**src/rtl/inst_pkg.sv**
```systemverilog
// Shared MIPS instruction-format codes, field bit positions and loader FSM
// state encodings.
package inst_pkg;

    localparam logic [1:0] FMT_R   = 2'b00;
    localparam logic [1:0] FMT_I   = 2'b01;
    localparam logic [1:0] FMT_J   = 2'b10;
    localparam logic [1:0] FMT_BAD = 2'b11;

    localparam int OP_HI    = 31;
    localparam int OP_LO    = 26;
    localparam int RS_HI    = 25;
    localparam int RS_LO    = 21;
    localparam int RT_HI    = 20;
    localparam int RT_LO    = 16;
    localparam int RD_HI    = 15;
    localparam int RD_LO    = 11;
    localparam int SHAMT_HI = 10;
    localparam int SHAMT_LO = 6;
    localparam int FUNCT_HI = 5;
    localparam int FUNCT_LO = 0;
    localparam int IMM_HI   = 15;
    localparam int IMM_LO   = 0;
    localparam int TGT_HI   = 25;
    localparam int TGT_LO   = 0;

    typedef enum logic [2:0] {
        ST_IDLE  = 3'd0,
        ST_LOAD  = 3'd1,
        ST_WRITE = 3'd2,
        ST_RD    = 3'd3,
        ST_CHK   = 3'd4,
        ST_DONE  = 3'd5
    } state_e;

    typedef struct packed {
        logic [5:0]  op;
        logic [4:0]  rs;
        logic [4:0]  rt;
        logic [4:0]  rd;
        logic [4:0]  shamt;
        logic [5:0]  funct;
        logic [15:0] imm;
        logic [25:0] target;
    } fields_t;

endpackage

```
**src/rtl/inst_encoder.sv**
```systemverilog
// Combinational MIPS encoder: decoded fields plus format code -> 32-bit word,
// with an illegal flag for the reserved format.
module inst_encoder
    import inst_pkg::*;
(
    input  logic [1:0]  fmt,
    input  fields_t     f,
    output logic [31:0] word,
    output logic        illegal
);

    always_comb begin
        word    = '0;
        illegal = 1'b0;
        case (fmt)
            FMT_R: begin
                word[OP_HI:OP_LO]       = f.op;
                word[RS_HI:RS_LO]       = f.rs;
                word[RT_HI:RT_LO]       = f.rt;
                word[RD_HI:RD_LO]       = f.rd;
                word[SHAMT_HI:SHAMT_LO] = f.shamt;
                word[FUNCT_HI:FUNCT_LO] = f.funct;
            end
            FMT_I: begin
                word[OP_HI:OP_LO]   = f.op;
                word[RS_HI:RS_LO]   = f.rs;
                word[RT_HI:RT_LO]   = f.rt;
                word[IMM_HI:IMM_LO] = f.imm;
            end
            FMT_J: begin
                word[OP_HI:OP_LO]   = f.op;
                word[TGT_HI:TGT_LO] = f.target;
            end
            default: illegal = 1'b1;
        endcase
    end

endmodule

```
**src/rtl/inst_mem_loader.sv**
```systemverilog
// Sequential instruction-RAM writer fed by decoded field tuples.
// Define INST_MEM_LOADER_READBACK_EN to verify each word by reading it back.
module inst_mem_loader
    import inst_pkg::*;
#(
    parameter int ADDR_W = 6,
    parameter int DEPTH  = 64
) (
    input  logic              clk,
    input  logic              rst,
    input  logic              start,
    input  logic              in_valid,
    output logic              in_ready,
    input  logic              in_last,
    input  logic [1:0]        fmt,
    input  logic [5:0]        op_code,
    input  logic [4:0]        rs_addr,
    input  logic [4:0]        rt_addr,
    input  logic [4:0]        rd_addr,
    input  logic [4:0]        shamt,
    input  logic [5:0]        funct,
    input  logic [15:0]       imm,
    input  logic [25:0]       target,
    output logic              mem_we,
    output logic [ADDR_W-1:0] mem_addr,
    output logic [31:0]       mem_wdata,
    input  logic [31:0]       mem_rdata,
    output logic              busy,
    output logic              done,
    output logic              full,
    output logic [ADDR_W:0]   count,
    output logic              err
);

    localparam logic [ADDR_W:0] DEPTH_C = (ADDR_W+1)'(DEPTH);

    fields_t     fields;
    logic [31:0] enc_word;
    logic        enc_illegal;

    assign fields = '{op: op_code, rs: rs_addr, rt: rt_addr, rd: rd_addr,
                      shamt: shamt, funct: funct, imm: imm, target: target};

    inst_encoder u_enc (
        .fmt     (fmt),
        .f       (fields),
        .word    (enc_word),
        .illegal (enc_illegal)
    );

    state_e            state_q, state_d;
    logic              mem_we_q, mem_we_d;
    logic [ADDR_W-1:0] mem_addr_q, mem_addr_d;
    logic [31:0]       mem_wdata_q, mem_wdata_d;
    logic              busy_q, busy_d;
    logic              done_q, done_d;
    logic              full_q, full_d;
    logic [ADDR_W:0]   count_q, count_d;
    logic              err_q, err_d;
    logic              in_ready_q, in_ready_d;
    logic              last_q, last_d;

    logic              adv;
    logic              fin;
    logic [ADDR_W:0]   fin_cnt;
    logic [ADDR_W:0]   cnt_inc;

`ifndef INST_MEM_LOADER_READBACK_EN
    logic unused_rdata;
    assign unused_rdata = ^mem_rdata;
`endif

    assign cnt_inc = count_q + (ADDR_W+1)'(1);

    always_comb begin
        state_d     = state_q;
        mem_we_d    = 1'b0;
        mem_addr_d  = mem_addr_q;
        mem_wdata_d = mem_wdata_q;
        busy_d      = busy_q;
        done_d      = done_q;
        full_d      = full_q;
        count_d     = count_q;
        err_d       = err_q;
        last_d      = last_q;
        adv         = 1'b0;
        fin         = 1'b0;
        fin_cnt     = count_q;

        case (state_q)
            ST_IDLE, ST_DONE: begin
                if (start) begin
                    state_d    = ST_LOAD;
                    mem_addr_d = '0;
                    count_d    = '0;
                    err_d      = 1'b0;
                    full_d     = 1'b0;
                    done_d     = 1'b0;
                    busy_d     = 1'b1;
                end
            end
            ST_LOAD: begin
                if (in_valid && in_ready_q) begin
                    last_d = in_last;
                    if (enc_illegal) begin
                        // Illegal tuple is swallowed without a write but may still close the session.
                        err_d = 1'b1;
                        fin   = in_last;
                    end else begin
                        mem_we_d    = 1'b1;
                        mem_wdata_d = enc_word;
                        state_d     = ST_WRITE;
                    end
                end
            end
`ifdef INST_MEM_LOADER_READBACK_EN
            ST_WRITE: state_d = ST_RD;
            ST_RD:    state_d = ST_CHK;
            ST_CHK: begin
                if (mem_rdata != mem_wdata_q)
                    err_d = 1'b1;
                adv = 1'b1;
            end
`else
            ST_WRITE: adv = 1'b1;
`endif
            default: state_d = ST_IDLE;
        endcase

        // Pointer stops at the last word so it never wraps; count tops out at DEPTH.
        if (adv) begin
            count_d = cnt_inc;
            if (cnt_inc < DEPTH_C)
                mem_addr_d = mem_addr_q + ADDR_W'(1);
            if (last_q || cnt_inc == DEPTH_C) begin
                fin     = 1'b1;
                fin_cnt = cnt_inc;
            end else begin
                state_d = ST_LOAD;
            end
        end

        if (fin) begin
            state_d = ST_DONE;
            busy_d  = 1'b0;
            done_d  = 1'b1;
            full_d  = (fin_cnt == DEPTH_C);
        end

        in_ready_d = (state_d == ST_LOAD) && !full_d;
    end

    always_ff @(posedge clk or posedge rst) begin
        if (rst) begin
            state_q     <= ST_IDLE;
            mem_we_q    <= 1'b0;
            mem_addr_q  <= '0;
            mem_wdata_q <= '0;
            busy_q      <= 1'b0;
            done_q      <= 1'b0;
            full_q      <= 1'b0;
            count_q     <= '0;
            err_q       <= 1'b0;
            in_ready_q  <= 1'b0;
            last_q      <= 1'b0;
        end else begin
            state_q     <= state_d;
            mem_we_q    <= mem_we_d;
            mem_addr_q  <= mem_addr_d;
            mem_wdata_q <= mem_wdata_d;
            busy_q      <= busy_d;
            done_q      <= done_d;
            full_q      <= full_d;
            count_q     <= count_d;
            err_q       <= err_d;
            in_ready_q  <= in_ready_d;
            last_q      <= last_d;
        end
    end

    assign mem_we    = mem_we_q;
    assign mem_addr  = mem_addr_q;
    assign mem_wdata = mem_wdata_q;
    assign busy      = busy_q;
    assign done      = done_q;
    assign full      = full_q;
    assign count     = count_q;
    assign err       = err_q;
    assign in_ready  = in_ready_q;

endmodule

```
**config.mk**
```make
export PLATFORM = sky130hd
export DESIGN_NAME = inst_mem_loader
export DESIGN_NICKNAME = d
export VERILOG_FILES = /design/src/rtl/inst_pkg.sv /design/src/rtl/inst_encoder.sv /design/src/rtl/inst_mem_loader.sv
export SDC_FILE = /design/constraint.sdc
export NUM_CORES = 1
export LEC_CHECK = 0
export ABC_AREA = 1
export CORE_ASPECT_RATIO = 0.7
export CORE_MARGIN = 8
export CORE_UTILIZATION = 38
export DETAILED_ROUTE_END_ITERATION = 10
export PLACE_DENSITY_LB_ADDON = 0.25
export SKIP_LAST_GASP = 1
export SLEW_MARGIN = 15
export SYNTH_ARGS = -nofsm -noshare
export SYNTH_HDL_FRONTEND = slang
export SYNTH_SLANG_ARGS = --single-unit
```
**constraint.sdc**
```tcl
create_clock -name clk -period 2.2 [get_ports clk]
set_input_delay 0.66 -clock clk [delete_from_list [all_inputs] [get_ports clk]]
set_output_delay 0.66 -clock clk [all_outputs]
set_load 0.02 [all_outputs]
```
* Yosys cells after proc, flatten, opt, wreduce, memory -nomap -nowiden
Index checks and enable logic that the tools add are counted.
Word-level totals: RAM bits 0, register bits after elaboration 55, latch bits 0, ROM bits 0, memories 0
Operators by class: divide/modulo/power cells 0, eq/ne operators 11, shifts and indexed selects 0, bitwise gates (word level) 0, multiply operators 0, $add $sub $neg 2, muxes and demuxes 38, reductions and logical operators 18, magnitude comparators 1
Operator list (count):
- $pmux W32 S3 | 1
- $mux W7 | 5
- $mux W6 | 4
- $mux W1 | 20
- $mux W3 | 6
- $eq A7 B7 Y1 const B | 2
- $reduce_bool A2 Y1 | 5
- $pmux W3 S3 | 1
- $add A7 B1 Y7 const B | 1
- $lt A7 B7 Y1 const B | 1
- $add A6 B1 Y6 const B | 1
- $eq A3 B1 Y1 const B | 2
- $ne A2 B2 Y1 const B | 3
- $reduce_and A2 Y1 | 3
- $reduce_and A4 Y1 | 1
- $eq A3 B2 Y1 const B | 1
- $eq A3 B3 Y1 const B | 1
- $logic_not A3 Y1 | 1
- $reduce_and A3 Y1 | 1
- $reduce_or A3 Y1 | 1
- $eq A2 B1 Y1 const B | 1
- $eq A2 B2 Y1 const B | 1
- $logic_and A1 B1 Y1 | 2
- $logic_not A2 Y1 | 1
- other kinds (4) | 4

* Logic depth before layout (Yosys ltp)
depth after elaboration 10, mapped depth 12

* Modules after synthesis
From an unflattened synthesis, not the netlist that was laid out.
Second synthesis, totals: cells, all modules 400, area, all modules 2992.9 µm²
Modules (own cells, without submodules):
- inst_mem_loader | cells an instance 279, instances 1, area an instance 2443.6 µm²
- inst_encoder | cells an instance 121, instances 1, area an instance 549.3 µm²

* Least setup slack after synthesis
No wires, ideal clock.
kind register to register, start point reg count_q[0] (netlist: count[0]), end point reg mem_addr_q[5] (netlist: mem_addr[5]), path buffers 0, arrival time 1.649 ns, path slack 0.429 ns, cell stages (with the launch flop) 11, cell sequence dfrtp_1 -> ha_1 -> nand2_1 -> nor2_1 -> nand3_1 -> nand2_2 -> nand2_4 -> nor3b_2 -> nand2_1 -> nor2_1 -> a21oi_1
On the way: cells in the longest elaborated chain, start to end 4
Ends and longest elaborated chain:
- start: declaration | RTL line inst_mem_loader.sv:58 | logic [ADDR_W:0] count_q, count_d;
- start signal: assignment | RTL line inst_mem_loader.sv:174 | count_q <= count_d;
- $add A7 B1 Y7 | RTL line inst_mem_loader.sv:73 | assign cnt_inc = count_q + (ADDR_W+1)'(1);
- $lt A7 B7 Y1 | RTL line inst_mem_loader.sv:133 | if (cnt_inc < DEPTH_C)
- $mux W6 | RTL line inst_mem_loader.sv:133
- $mux W6 | RTL line inst_mem_loader.sv:131 | if (adv) begin
- via mem_addr_d[5] | RTL line inst_mem_loader.sv:53 | logic [ADDR_W-1:0] mem_addr_q, mem_addr_d;
- end signal: assignment | RTL line inst_mem_loader.sv:169 | mem_addr_q <= mem_addr_d;
- end: declaration | RTL line inst_mem_loader.sv:53
The timed path passes the listed nets, and every way through them passes these cells. A chain may end at the register's enable or synchronous reset.

* Worst setup path in the final report
start point reg count_q[0] (netlist: count[0]), end point out count[0]
RTL lines:
- end: declaration | RTL line inst_mem_loader.sv:31 | output logic [ADDR_W:0] count,
No word-level cell between the ends.

==> results.py <==
metrics = {
    "pwr": {
        "leakagePower_uw": 0.001815,
        "ir_drop_mv": 0.4897,
        "total_power_uw": 4513,
        "power_density_nw_per_um2": 1046,
    },
    "run_status": {
        "status": "completed",
    },
    "place": {
        "gp_congestion": 0.8086,
        "io_buffer_count": 131,
        "place_hpwl_um": 6407,
    },
    "grt": {
        "antenna_found_initial": 0,
        "grt_pass1_vias": 2747,
        "grt_remaining_overflow": 0,
        "grt_util_all_layers_pct": 15.91,
        "grt_max_degree": 56,
        "grt_pass1_wl_um": 13450,
    },
    "setup_path": {
        "r2r_slack_ns": 0.34,
        "r2r-end": "mem_addr[5]",
        "cp.arrival_ns": 1.45,
        "cp_slowest_cell": "clkdlybuf4s50_1",
        "required_ns": 1.54,
        "critPathMaxFanout": 9,
        "critical_path.endpoint_type": "primary output",
        "reg2regPathDepth": 10,
        "r2r_start": "count[0]",
        "crit_family": "buffers and inverters",
        "start_kind": "flip-flop",
        "worstPathCellList": "clkdlybuf4s50_1",
        "path_class": "reg -> out",
        "critical-path-max-stage-delay_ns": 0.66,
        "cp_num_buf_inv": 1,
    },
    "yosys": {
        "synth_area_per_cell_um2": 8.246,
        "yosysWarningCount": 0,
        "synth_fp_nets": 448,
        "ys_ff_latch": 55,
        "synthCells": 332,
        "synth_edf_count": 0,
        "ys_types": 33,
        "synth_area_um2": 2738,
        "synth_top_cells_by_count": "nand2_1, dfrtp_1, nor2_1, inv_1, a41oi_1",
        "synth_top_area_share_pct": 50.27,
        "synth_seq_area_share_pct": 50.27,
        "synth_top_area_cell": "dfrtp_1",
        "yosysMostFrequentCell": "nand2_1",
        "ys_top_cells_by_area": "dfrtp_1, nand2_1, a41oi_1, nor2_1, inv_1",
        "async_flop_share_pct": 100.0,
        "synth_ff_type": "dfrtp_1",
    },
    "sta": {
        "slew_headroom_pct": 67.19,
        "hold_ws_ns": 0.4815,
        "finalCritPeriodShare_pct": 96.12,
        "min_period_ns": 2.115,
        "rsz0062_at_grt": "false",
        "maxClockFrequency_mhz": 472.9,
        "tightest_slew_ns": 0.4906,
        "skew_ns": 0.01077,
        "final-setup-viol-count": 0,
        "fin_tns_setup_ns": 0,
        "drv_slew": 0,
        "hold_violations": 0,
    },
    "clock_network": {
        "worstSkewPairLatency_ns": 0.30,
        "cts_hold_buf": 0,
        "cts_resized": 0,
        "cts_buffers": 5,
        "cts_num_sinks": 55,
        "path_clk_slew_ns": 0.10,
        "cts_tree": "done",
        "clock_path_buffers": 2,
        "clockRootBuffer": "clkbuf_8",
        "htreeDepth": 2,
        "post_cts_buffers": 0,
    },
    "floorplan": {
        "core_area_um2": 7124,
        "initial_core_util_pct": 38.43,
        "die_h_um": 87.02,
        "row_count": 26,
        "die_area_um2": 10220,
        "pin_count": 164,
        "die_x_um": 117.5,
    },
    "finish": {
        "drive_gt1_share_pct": 7.066,
        "area_growth_pct": 57.54,
        "fin_nets": 582,
        "antenna_cells": 0,
        "fillers": 616,
    },
    "job": {
        "cap_violations": 0,
    },
    "drt": {
        "via_per_inst": 4.789,
        "via_count": 2706,
        "antenna_left": 0,
        "drc": 0,
        "totalWireLength_um": 8389,
        "firstDrtPassIters": 5,
        "wl_per_cell_um": 14.85,
        "drtIter0Drc": 144,
    },
    "hold_path": {
        "hold_depth": 2,
        "holdCritStartpoint": "mem_wdata[30]",
        "min_to": "mem_wdata[30]",
        "hold_path_class": "reg -> reg",
    },
}
-- layout by cell type, fill, tap and decap left out, types with 2 or more instances in the layout --
| cell | count |
|---|---|
| clkbuf_1 | 2 |
| inv_1 | 23 |
| inv_2 | 5 |
| a41oi_1 | 16 |
| nor2_4 | 2 |
| nor2_1 | 37 |
| buf_4 | 2 |
| nand2_1 | 116 |
| o22ai_1 | 5 |
| dfrtp_1 | 55 |
| nand4_1 | 3 |
| a31oi_1 | 11 |
| buf_12 | 5 |
| ha_1 | 3 |
| a21oi_1 | 5 |
| o21a_1 | 2 |
| nor2_2 | 2 |
| nand3_1 | 14 |
| clkdlybuf4s50_1 | 131 |
| clkbuf_8 | 5 |
| nor3_1 | 2 |
| o21ai_0 | 5 |
| nand2_2 | 3 |
-- stage by stage --
step,cell area (um2),utilization [%],worst slack (ns),std cells
CTS,4313,60.54,0.06454,565
finish,4313,60.54,0.08531,565
global placement,4232,59.40,0.1863,557
global route,4313,60.54,0.02340,565
detailed placement,4232,59.40,0.1215,557
floorplan,2738,-,0.1971,332
-- per-layer routing --
layer | vias up | GRT usage [%] | share of wire, %
met1 | 1271 | 19.03 | 44
met3 | 8 | 4.339 | 6.2
li1 | 1352 | - | -
met4 | 0 | 4.745 | 1.6
met5 | - | 0 | 0
met2 | 75 | 27.61 | 49
-- worst max path at each step --
stage,from,to,cells past startpoint,slack (ns)
after floorplan,rst,busy,1,0.20
after global placement,fmt[0],mem_wdata[26],8,0.19
after detailed placement,fmt[0],mem_wdata[28],8,0.12
after CTS,count[0],count[0],1,0.06
after global routing,count[0],count[0],1,0.02
final,count[0],count[0],1,0.09
-- where the power goes --
part / leakage, uW / internal, uW / switching [uW]
logic: 0.00110 / 1100 / 1220
clock network: 0.0000422 / 225 / 327
registers: 0.000676 / 1400 / 244
total: 0.00182 / 2730 / 1790
-- area by class of cell --
type	count	area, um2	share of cell area (%)
clock buffers	7	76.32	1.770
repair buffers	138	1426	33.07
clock inverters	1	5.005	0.1160
multi-input cells	238	1201	27.85
inverters	28	105.1	2.437
well taps	98	122.6	2.843
flip-flops and latches	55	1376	31.91
-- worst min-delay path, stage by stage (launching register included) --
cell	delay, ns
dfrtp_1	0.35
nand2_1	0.05
nand2_1	0.05
-- flip-flops by register name (all words and copies together) (netlist names) --
| register | count |
|---|---|
| full | 1 |
| in_ready | 1 |
| err | 1 |
| mem_addr | 6 |
| count | 7 |
| mem_wdata | 32 |
| last_q | 1 |
| done | 1 |
| state_q | 3 |
| mem_we | 1 |
| busy | 1 |
-- kinds of logic after synthesis --
group                      count (synthesis)  synth area share (%)
and+or+nand+nor                          185                 28.98
DFF                                       55                 50.27
AOI/OAI and AO/OA                         48                 12.61
buffers and inverters                     39                 5.850
adders and majority gates                  3                 1.371
xor gates and xnor gates                   2                0.9143
Note: power is estimated with default switching activity, not from simulation.
